## config.mk

```make
export PLATFORM = sky130hd
export DESIGN_NAME = fft_ram_reader
export DESIGN_NICKNAME = d
export VERILOG_FILES = /design/src/rtl/fft_ram_reader_pkg.sv /design/src/rtl/fft_skid_fifo.sv /design/src/rtl/fft_ram_reader.sv
export SDC_FILE = /design/constraint.sdc
export NUM_CORES = 1
export LEC_CHECK = 0
export CAP_MARGIN = 40
export CORE_MARGIN = 1
export CORE_UTILIZATION = 47
export DETAILED_ROUTE_END_ITERATION = 6
export PLACE_DENSITY_LB_ADDON = 0.12
export SKIP_LAST_GASP = 1
export SLEW_MARGIN = 20
export SYNTH_ARGS = -nofsm -noshare
export SYNTH_HDL_FRONTEND = slang
export SYNTH_SLANG_ARGS = --single-unit
```

## constraint.sdc

```tcl
create_clock -name iCLK -period 5.7 [get_ports iCLK]
set_input_delay 1.14 -clock iCLK [delete_from_list [all_inputs] [get_ports iCLK]]
set_output_delay 1.14 -clock iCLK [all_outputs]
set_load 0.005 [all_outputs]
```

## src/rtl/fft_ram_reader_pkg.sv

```systemverilog
// Shared definitions for the FFT RAM readout block.
// Contents:
//   fftState_e  - readout FSM state encoding (exposed on the oSTATE debug port)
//   FIFO_DEPTH  - depth of the output skid FIFO
//   fftLen()    - transform length N = 4 << A_BIT
//   bitReverse()- reverse the low 'width' bits of a value
package fft_ram_reader_pkg;

    typedef enum logic [1:0] {
        ST_IDLE  = 2'd0,
        ST_READ  = 2'd1,
        ST_DRAIN = 2'd2
    } fftState_e;

    localparam int FIFO_DEPTH = 2;

    function automatic int fftLen(input int aBit);
        return 4 << aBit;
    endfunction

    // Reverse all 32 bits, then shift the reversed field down so only the
    // low 'width' bits of the input end up reversed in place.
    function automatic logic [31:0] bitReverse(input logic [31:0] v, input int width);
        logic [31:0] r;
        for (int i = 0; i < 32; i++) begin
            r[i] = v[31-i];
        end
        return r >> (32 - width);
    endfunction

endpackage

```

## src/rtl/fft_skid_fifo.sv

```systemverilog
// Small output FIFO that absorbs the one-clock RAM latency when the
// downstream consumer stalls. DEPTH must be a power of two (pointers wrap
// naturally).
// Ports:
//   clk, rstN            - clock, asynchronous active-low reset
//   pushValid, pushData  - write side (a push into a full FIFO is dropped
//                          unless a pop happens in the same cycle)
//   popValid, popReady   - read side handshake, transfer when both high
//   popData              - head entry, stable while popValid && !popReady
//   count                - current occupancy
module fft_skid_fifo #(
    parameter int WIDTH = 34,
    parameter int DEPTH = 2
) (
    input  logic                         clk,
    input  logic                         rstN,
    input  logic                         pushValid,
    input  logic [WIDTH-1:0]             pushData,
    input  logic                         popReady,
    output logic                         popValid,
    output logic [WIDTH-1:0]             popData,
    output logic [$clog2(DEPTH+1)-1:0]   count
);

    localparam int PW = (DEPTH > 1) ? $clog2(DEPTH) : 1;
    localparam int CW = $clog2(DEPTH + 1);
    localparam logic [CW-1:0] FULL = CW'(DEPTH);

    logic [WIDTH-1:0] mem [DEPTH];
    logic [PW-1:0]    rdPtr;
    logic [PW-1:0]    wrPtr;
    logic             doPush;
    logic             doPop;

    assign popValid = (count != '0);
    assign popData  = mem[rdPtr];
    assign doPop    = popValid && popReady;
    assign doPush   = pushValid && ((count != FULL) || doPop);

    always_ff @(posedge clk or negedge rstN) begin
        if (!rstN) begin
            for (int i = 0; i < DEPTH; i++) begin
                mem[i] <= '0;
            end
            rdPtr <= '0;
            wrPtr <= '0;
            count <= '0;
        end else begin
            if (doPush) begin
                mem[wrPtr] <= pushData;
                wrPtr      <= wrPtr + PW'(1);
            end
            if (doPop) begin
                rdPtr <= rdPtr + PW'(1);
            end
            // Simultaneous push and pop leaves occupancy unchanged.
            case ({doPush, doPop})
                2'b10:   count <= count + CW'(1);
                2'b01:   count <= count - CW'(1);
                default: count <= count;
            endcase
        end
    end

endmodule

```

## src/rtl/fft_ram_reader.sv

```systemverilog
// Streams all N = 4*2^A_BIT complex samples out of four RAM banks, in
// natural or bit-reversed order. Sample k lives in bank k[1:0] at address
// k[A_BIT+1:2]; all banks receive the same address and the bank select is
// delayed one clock to pick the matching bank's read data.
// Ports:
//   iCLK, iRST_N              - clock, asynchronous active-low reset
//   iSTART, iBITREV           - start pulse; read order sampled with it
//   oADDR_RD_0..3             - bank read addresses (identical)
//   iDATA_RE_0..3/IM_0..3     - bank read data, one clock after address
//   oDATA_RE, oDATA_IM        - output sample
//   oVALID, iREADY            - output stream handshake
//   oBUSY, oDONE              - run in progress / pulse after last transfer
//   oSTATE                    - FSM state, debug visibility
// Handshake: a sample transfers on every rising edge where oVALID and
// iREADY are both high; oVALID never drops and oDATA never changes until
// the sample it presents has transferred.
module fft_ram_reader
    import fft_ram_reader_pkg::*;
#(
    parameter int D_BIT = 17,
    parameter int A_BIT = 9
) (
    input  logic             iCLK,
    input  logic             iRST_N,
    input  logic             iSTART,
    input  logic             iBITREV,
    output logic [A_BIT-1:0] oADDR_RD_0,
    output logic [A_BIT-1:0] oADDR_RD_1,
    output logic [A_BIT-1:0] oADDR_RD_2,
    output logic [A_BIT-1:0] oADDR_RD_3,
    input  logic [D_BIT-1:0] iDATA_RE_0,
    input  logic [D_BIT-1:0] iDATA_RE_1,
    input  logic [D_BIT-1:0] iDATA_RE_2,
    input  logic [D_BIT-1:0] iDATA_RE_3,
    input  logic [D_BIT-1:0] iDATA_IM_0,
    input  logic [D_BIT-1:0] iDATA_IM_1,
    input  logic [D_BIT-1:0] iDATA_IM_2,
    input  logic [D_BIT-1:0] iDATA_IM_3,
    output logic [D_BIT-1:0] oDATA_RE,
    output logic [D_BIT-1:0] oDATA_IM,
    output logic             oVALID,
    input  logic             iREADY,
    output logic             oBUSY,
    output logic             oDONE,
    output logic [1:0]       oSTATE
);

    localparam int IDX_W = A_BIT + 2;
    localparam int N     = fftLen(A_BIT);
    localparam logic [IDX_W-1:0] LAST_IDX = IDX_W'(N - 1);

    fftState_e         state;
    fftState_e         stateNext;
    logic [IDX_W-1:0]  idx;
    logic [IDX_W-1:0]  revIdx;
    logic [IDX_W-1:0]  rdIdx;
    logic              bitRevQ;
    logic              bitRevSel;
    logic              inFlight;
    logic [1:0]        bankQ;
    logic [1:0]        fifoCount;
    logic [2:0]        occ;
    logic              issue;
    logic              pop;
    logic              lastXfer;
    logic [2*D_BIT-1:0] pushData;
    logic [2*D_BIT-1:0] popData;

    // The start cycle itself issues index 0, before bitRevQ is loaded, so
    // the live iBITREV is used while idle.
    assign bitRevSel = (state == ST_IDLE) ? iBITREV : bitRevQ;
    assign revIdx    = IDX_W'(bitReverse(32'(idx), IDX_W));
    assign rdIdx     = bitRevSel ? revIdx : idx;

    assign oADDR_RD_0 = rdIdx[IDX_W-1:2];
    assign oADDR_RD_1 = rdIdx[IDX_W-1:2];
    assign oADDR_RD_2 = rdIdx[IDX_W-1:2];
    assign oADDR_RD_3 = rdIdx[IDX_W-1:2];

    assign pop = oVALID && iREADY;
    // Occupancy seen by the issue decision: entries left after this cycle's
    // pop plus the read already on its way back from the RAM. Counting the
    // pop keeps full throughput with iREADY high.
    assign occ = {1'b0, fifoCount} + {2'b00, inFlight} - {2'b00, pop};

    always_comb begin
        stateNext = state;
        issue     = 1'b0;
        lastXfer  = 1'b0;
        case (state)
            ST_IDLE: begin
                if (iSTART) begin
                    issue     = 1'b1;
                    stateNext = ST_READ;
                end
            end
            ST_READ: begin
                if (occ < 3'd2) begin
                    issue = 1'b1;
                    if (idx == LAST_IDX) begin
                        stateNext = ST_DRAIN;
                    end
                end
            end
            ST_DRAIN: begin
                if (!inFlight && (fifoCount == 2'd1) && pop) begin
                    lastXfer  = 1'b1;
                    stateNext = ST_IDLE;
                end
            end
            default: stateNext = ST_IDLE;
        endcase
    end

    always_ff @(posedge iCLK or negedge iRST_N) begin
        if (!iRST_N) begin
            state    <= ST_IDLE;
            idx      <= '0;
            bitRevQ  <= 1'b0;
            inFlight <= 1'b0;
            bankQ    <= 2'd0;
            oDONE    <= 1'b0;
        end else begin
            state    <= stateNext;
            inFlight <= issue;
            oDONE    <= lastXfer;
            if (issue) begin
                bankQ <= rdIdx[1:0];
            end
            if ((state == ST_IDLE) && iSTART) begin
                bitRevQ <= iBITREV;
            end
            // Index saturates at N-1 and is rearmed only when the run ends.
            if (lastXfer) begin
                idx <= '0;
            end else if (issue && (idx != LAST_IDX)) begin
                idx <= idx + IDX_W'(1);
            end
        end
    end

    always_comb begin
        pushData = '0;
        case (bankQ)
            2'd0: pushData = {iDATA_RE_0, iDATA_IM_0};
            2'd1: pushData = {iDATA_RE_1, iDATA_IM_1};
            2'd2: pushData = {iDATA_RE_2, iDATA_IM_2};
            2'd3: pushData = {iDATA_RE_3, iDATA_IM_3};
            default: pushData = '0;
        endcase
    end

    fft_skid_fifo #(
        .WIDTH (2*D_BIT),
        .DEPTH (FIFO_DEPTH)
    ) uFifo (
        .clk       (iCLK),
        .rstN      (iRST_N),
        .pushValid (inFlight),
        .pushData  (pushData),
        .popReady  (iREADY),
        .popValid  (oVALID),
        .popData   (popData),
        .count     (fifoCount)
    );

    assign oDATA_RE = popData[2*D_BIT-1:D_BIT];
    assign oDATA_IM = popData[D_BIT-1:0];
    assign oBUSY    = (state != ST_IDLE);
    assign oSTATE   = state;

endmodule

```

==> impl_metrics.json <==
{
  "ys_seq_elements": 90,
  "final_core_util": 0.696,
  "start_util": 0.488,
  "tns_ps": 0,
  "synth-simple-area-share": 0.0502,
  "grt_max_degree": 48,
  "critical_path.max_fanout": 10,
  "cts_sinks": 90,
  "first_iter_violations": 78,
  "clk_pin_slew_ps": 50,
  "antenna_found_initial": 0,
  "io-pin-count": 216,
  "max_slew.worst_pin.slew_ps": 621,
  "avgRoutedWirePerCell_um": 17.2,
  "status": "completed",
  "muxShareOfSynthArea": 0.399,
  "path_delay_family": "buffers and inverters",
  "dp.cells": 684,
  "diodes": 0,
  "finalWeightedCongestion": 0.804,
  "port_buffers": 215,
  "grt_pass1_vias": 3937,
  "cp-end-kind": "output port",
  "viasPerCell": 5.37,
  "clock_latency_ps": 330,
  "critical_path_buf_inv_count": 2,
  "layout.cells.non_filler": 700,
  "synth_compound_area_frac": 0.0238,
  "postCtsResizedCells": 0,
  "cp-startpoint": "iBITREV",
  "syn2layout_area_growth_pct": 42.6,
  "fin_crit_sh": 0.706,
  "ant_nets": 0,
  "cts_buffers": 9,
  "die-height_um": 109,
  "max_cap_viol_count": 0,
  "slowest_stage": "clkdlybuf4s50_1",
  "syn_nets": 528,
  "path_common_cell": "clkdlybuf4s50_1",
  "rsz0062_at_grt": "false",
  "finalSetupViolations": 0,
  "finalInstanceArea_um2": 7640,
  "slowest_delay_ps": 460,
  "synth_area_um2": 5360,
  "ys_warn_count": 0,
  "worstPathArrival_ps": 2880,
  "crit_chain": "clkdlybuf4s50_1, mux2i_4, mux2_2, clkdlybuf4s50_1",
  "ir_drop_mv": 0.263,
  "seq_area_frac_synth": 0.420,
  "num-nets-final": 704,
  "holdCritPathClass": "reg2reg",
  "crit_type": "in2out",
  "final.min_clock_period_ps": 4020,
  "synthAdderAreaFrac": 0.0177,
  "hold_buffers": 0,
  "p_total_mw": 3.77,
  "place_hpwl_um": 9030,
  "die_w_um": 109,
  "syn-mean-instance-area_um2": 14.1,
  "p_per_area_nw_per_um2": 493,
  "drive_gt1_frac": 0.314,
  "vias": 3760,
  "start_kind": "primary input",
  "grt_usage": 0.208,
  "post_cts_buffers": 0,
  "coreArea_um2": 11000,
  "worstHoldStart": "uFifo.mem[11]",
  "grt_pass1_wl_um": 18800,
  "setup_ws_ps": 1680,
  "clock_skew_ps": 12.5,
  "first_pass_iters": 4,
  "grt.overflow.total": 0,
  "cp_data_required_time_ps": 4560,
  "synth_top_family_by_area": "multiplexers",
  "fmax_mhz": 249,
  "drc_errors": 0,
  "rr_startpoint": "uFifo.count[1]",
  "rows": 38,
  "synthCells": 380,
  "place_area_um2": 7360,
  "synth_cell_type_count": 40,
  "cts_tree": "yes",
  "synth_xor_xnor_area_share": 0.00817,
  "cts-root-buf": "clkbuf_16",
  "die-area_um2": 11800,
  "slew_viol_final": 0,
  "leakage_nw": 3.02,
  "clockBufferDepth": 2,
  "hold_viol": 0,
  "max-slew-margin-rel": 0.585,
  "wirelength_um": 12000,
  "pre_cts_ws_ps": 1570,
  "cts-htree-levels": 3,
  "hold_slack_ps": 498
}
cell usage after synthesis:
cell	instances	area share
and4_1	1	0.0016
nor4bb_1	1	0.0019
mux4_2	29	0.12
nor4_1	2	0.0023
dfrtp_1	90	0.42
buf_4	41	0.057
mux2i_1	8	0.015
nand4_1	1	0.0012
nor3_4	1	0.0030
nand2_1	15	0.011
fa_1	1	0.0037
nor2b_4	1	0.0026
mux2i_4	1	0.0042
o31ai_1	1	0.0014
nand4_2	1	0.0023
or3_4	1	0.0021
clkbuf_1	4	0.0028
o211ai_2	1	0.0023
or3_1	2	0.0023
nor2_4	2	0.0042
xor2_1	1	0.0016
buf_2	6	0.0056
a32oi_2	1	0.0030
ha_1	6	0.014
o2bb2ai_1	1	0.0016
mux4_1	5	0.025
nand3_1	5	0.0047
nor3_1	4	0.0037
inv_1	7	0.0049
mux2_2	111	0.23
nor2_1	2	0.0014
o21ai_2	2	0.0033
a21oi_1	4	0.0037
buf_6	5	0.011
o2111a_1	1	0.0021
nand2b_1	4	0.0047
o21ai_0	5	0.0047
xnor2_1	4	0.0065
nor2b_2	1	0.0016
a41oi_1	1	0.0016
registers in the layout, indices dropped and copies added, names as in the netlist:
name         flops
inFlight         1
uFifo.rdPtr      1
oDONE            1
uFifo.count      2
oSTATE           2
idx             11
uFifo.mem       68
bankQ            2
bitRevQ          1
uFifo.wrPtr      1
area by class of cell:
type                    instances  area (um2)
flip-flops and latches         90        2260
clock buffers                  11         243
well taps                     140         175
fillers                       776        3340
inverters                       7        26.3
clock inverters                 4        20.0
multi-input cells             227        2680
repair buffers                221        2240
worst register-to-register path: cells and delay by family (launching register included):
kind            cells  cell delay (ps)
simple gates        3              520
fa+ha+maj           3              890
compound gates      2              800
buf+inv             2              330
flops               1              450
xor+xnor            1              160
layer usage:
metal | wire, um | GRT usage | vias to the layer above
met5 | 0 | 0 | -
met4 | 105 | 0.0483 | 0
met3 | 853 | 0.0496 | 8
met2 | 6470 | 0.390 | 133
met1 | 4590 | 0.238 | 1891
li1 | - | - | 1728
power breakdown:
part	leakage (nW)	internal [mW]	switching, mW
combinational	1.80	1.34	0.718
clock	0.135	0.302	0.232
sequential	1.09	0.947	0.230
total	3.02	2.59	1.18
placed cells by master (no fill, tap or decap), drive strengths merged:
master         count
nor2               4
mux2i              9
nor3               5
a41oi              1
ha                 6
nor4bb             1
o2bb2ai            1
a32oi              1
mux2             111
o211ai             1
clkbuf            11
clkdlybuf4s50    214
o2111a             1
buf                7
nor2b              2
nand2b             4
nand3              5
xnor2              4
dfrtp             90
nand4              2
nand2             15
or3                3
o31ai              1
clkinv             4
and4               1
mux4              34
nor4               2
a21oi              4
o21ai              7
xor2               1
fa                 1
inv                7
path summary, 6_finish.rpt:
check	end	slack, ps	cells after the start
worst max register to register	idx[10]	2450	11
max in group asynchronous	bankQ[0]	3840	2
worst max-delay path	oADDR_RD_1[2]	1680	4
worst min register to register	uFifo.mem[11]	500	1
min in group asynchronous	uFifo.mem[7]	800	1
worst min-delay path	uFifo.mem[11]	500	1
logic make-up after synthesis:
logic type / Yosys count
buffers and inverters: 63
adders and majority gates: 7
xor gates and xnor gates: 5
DFF: 90
muxes: 154
AOI/OAI and AO/OA: 17
and+or+nand+nor: 44
(Power assumes the default switching activity.)
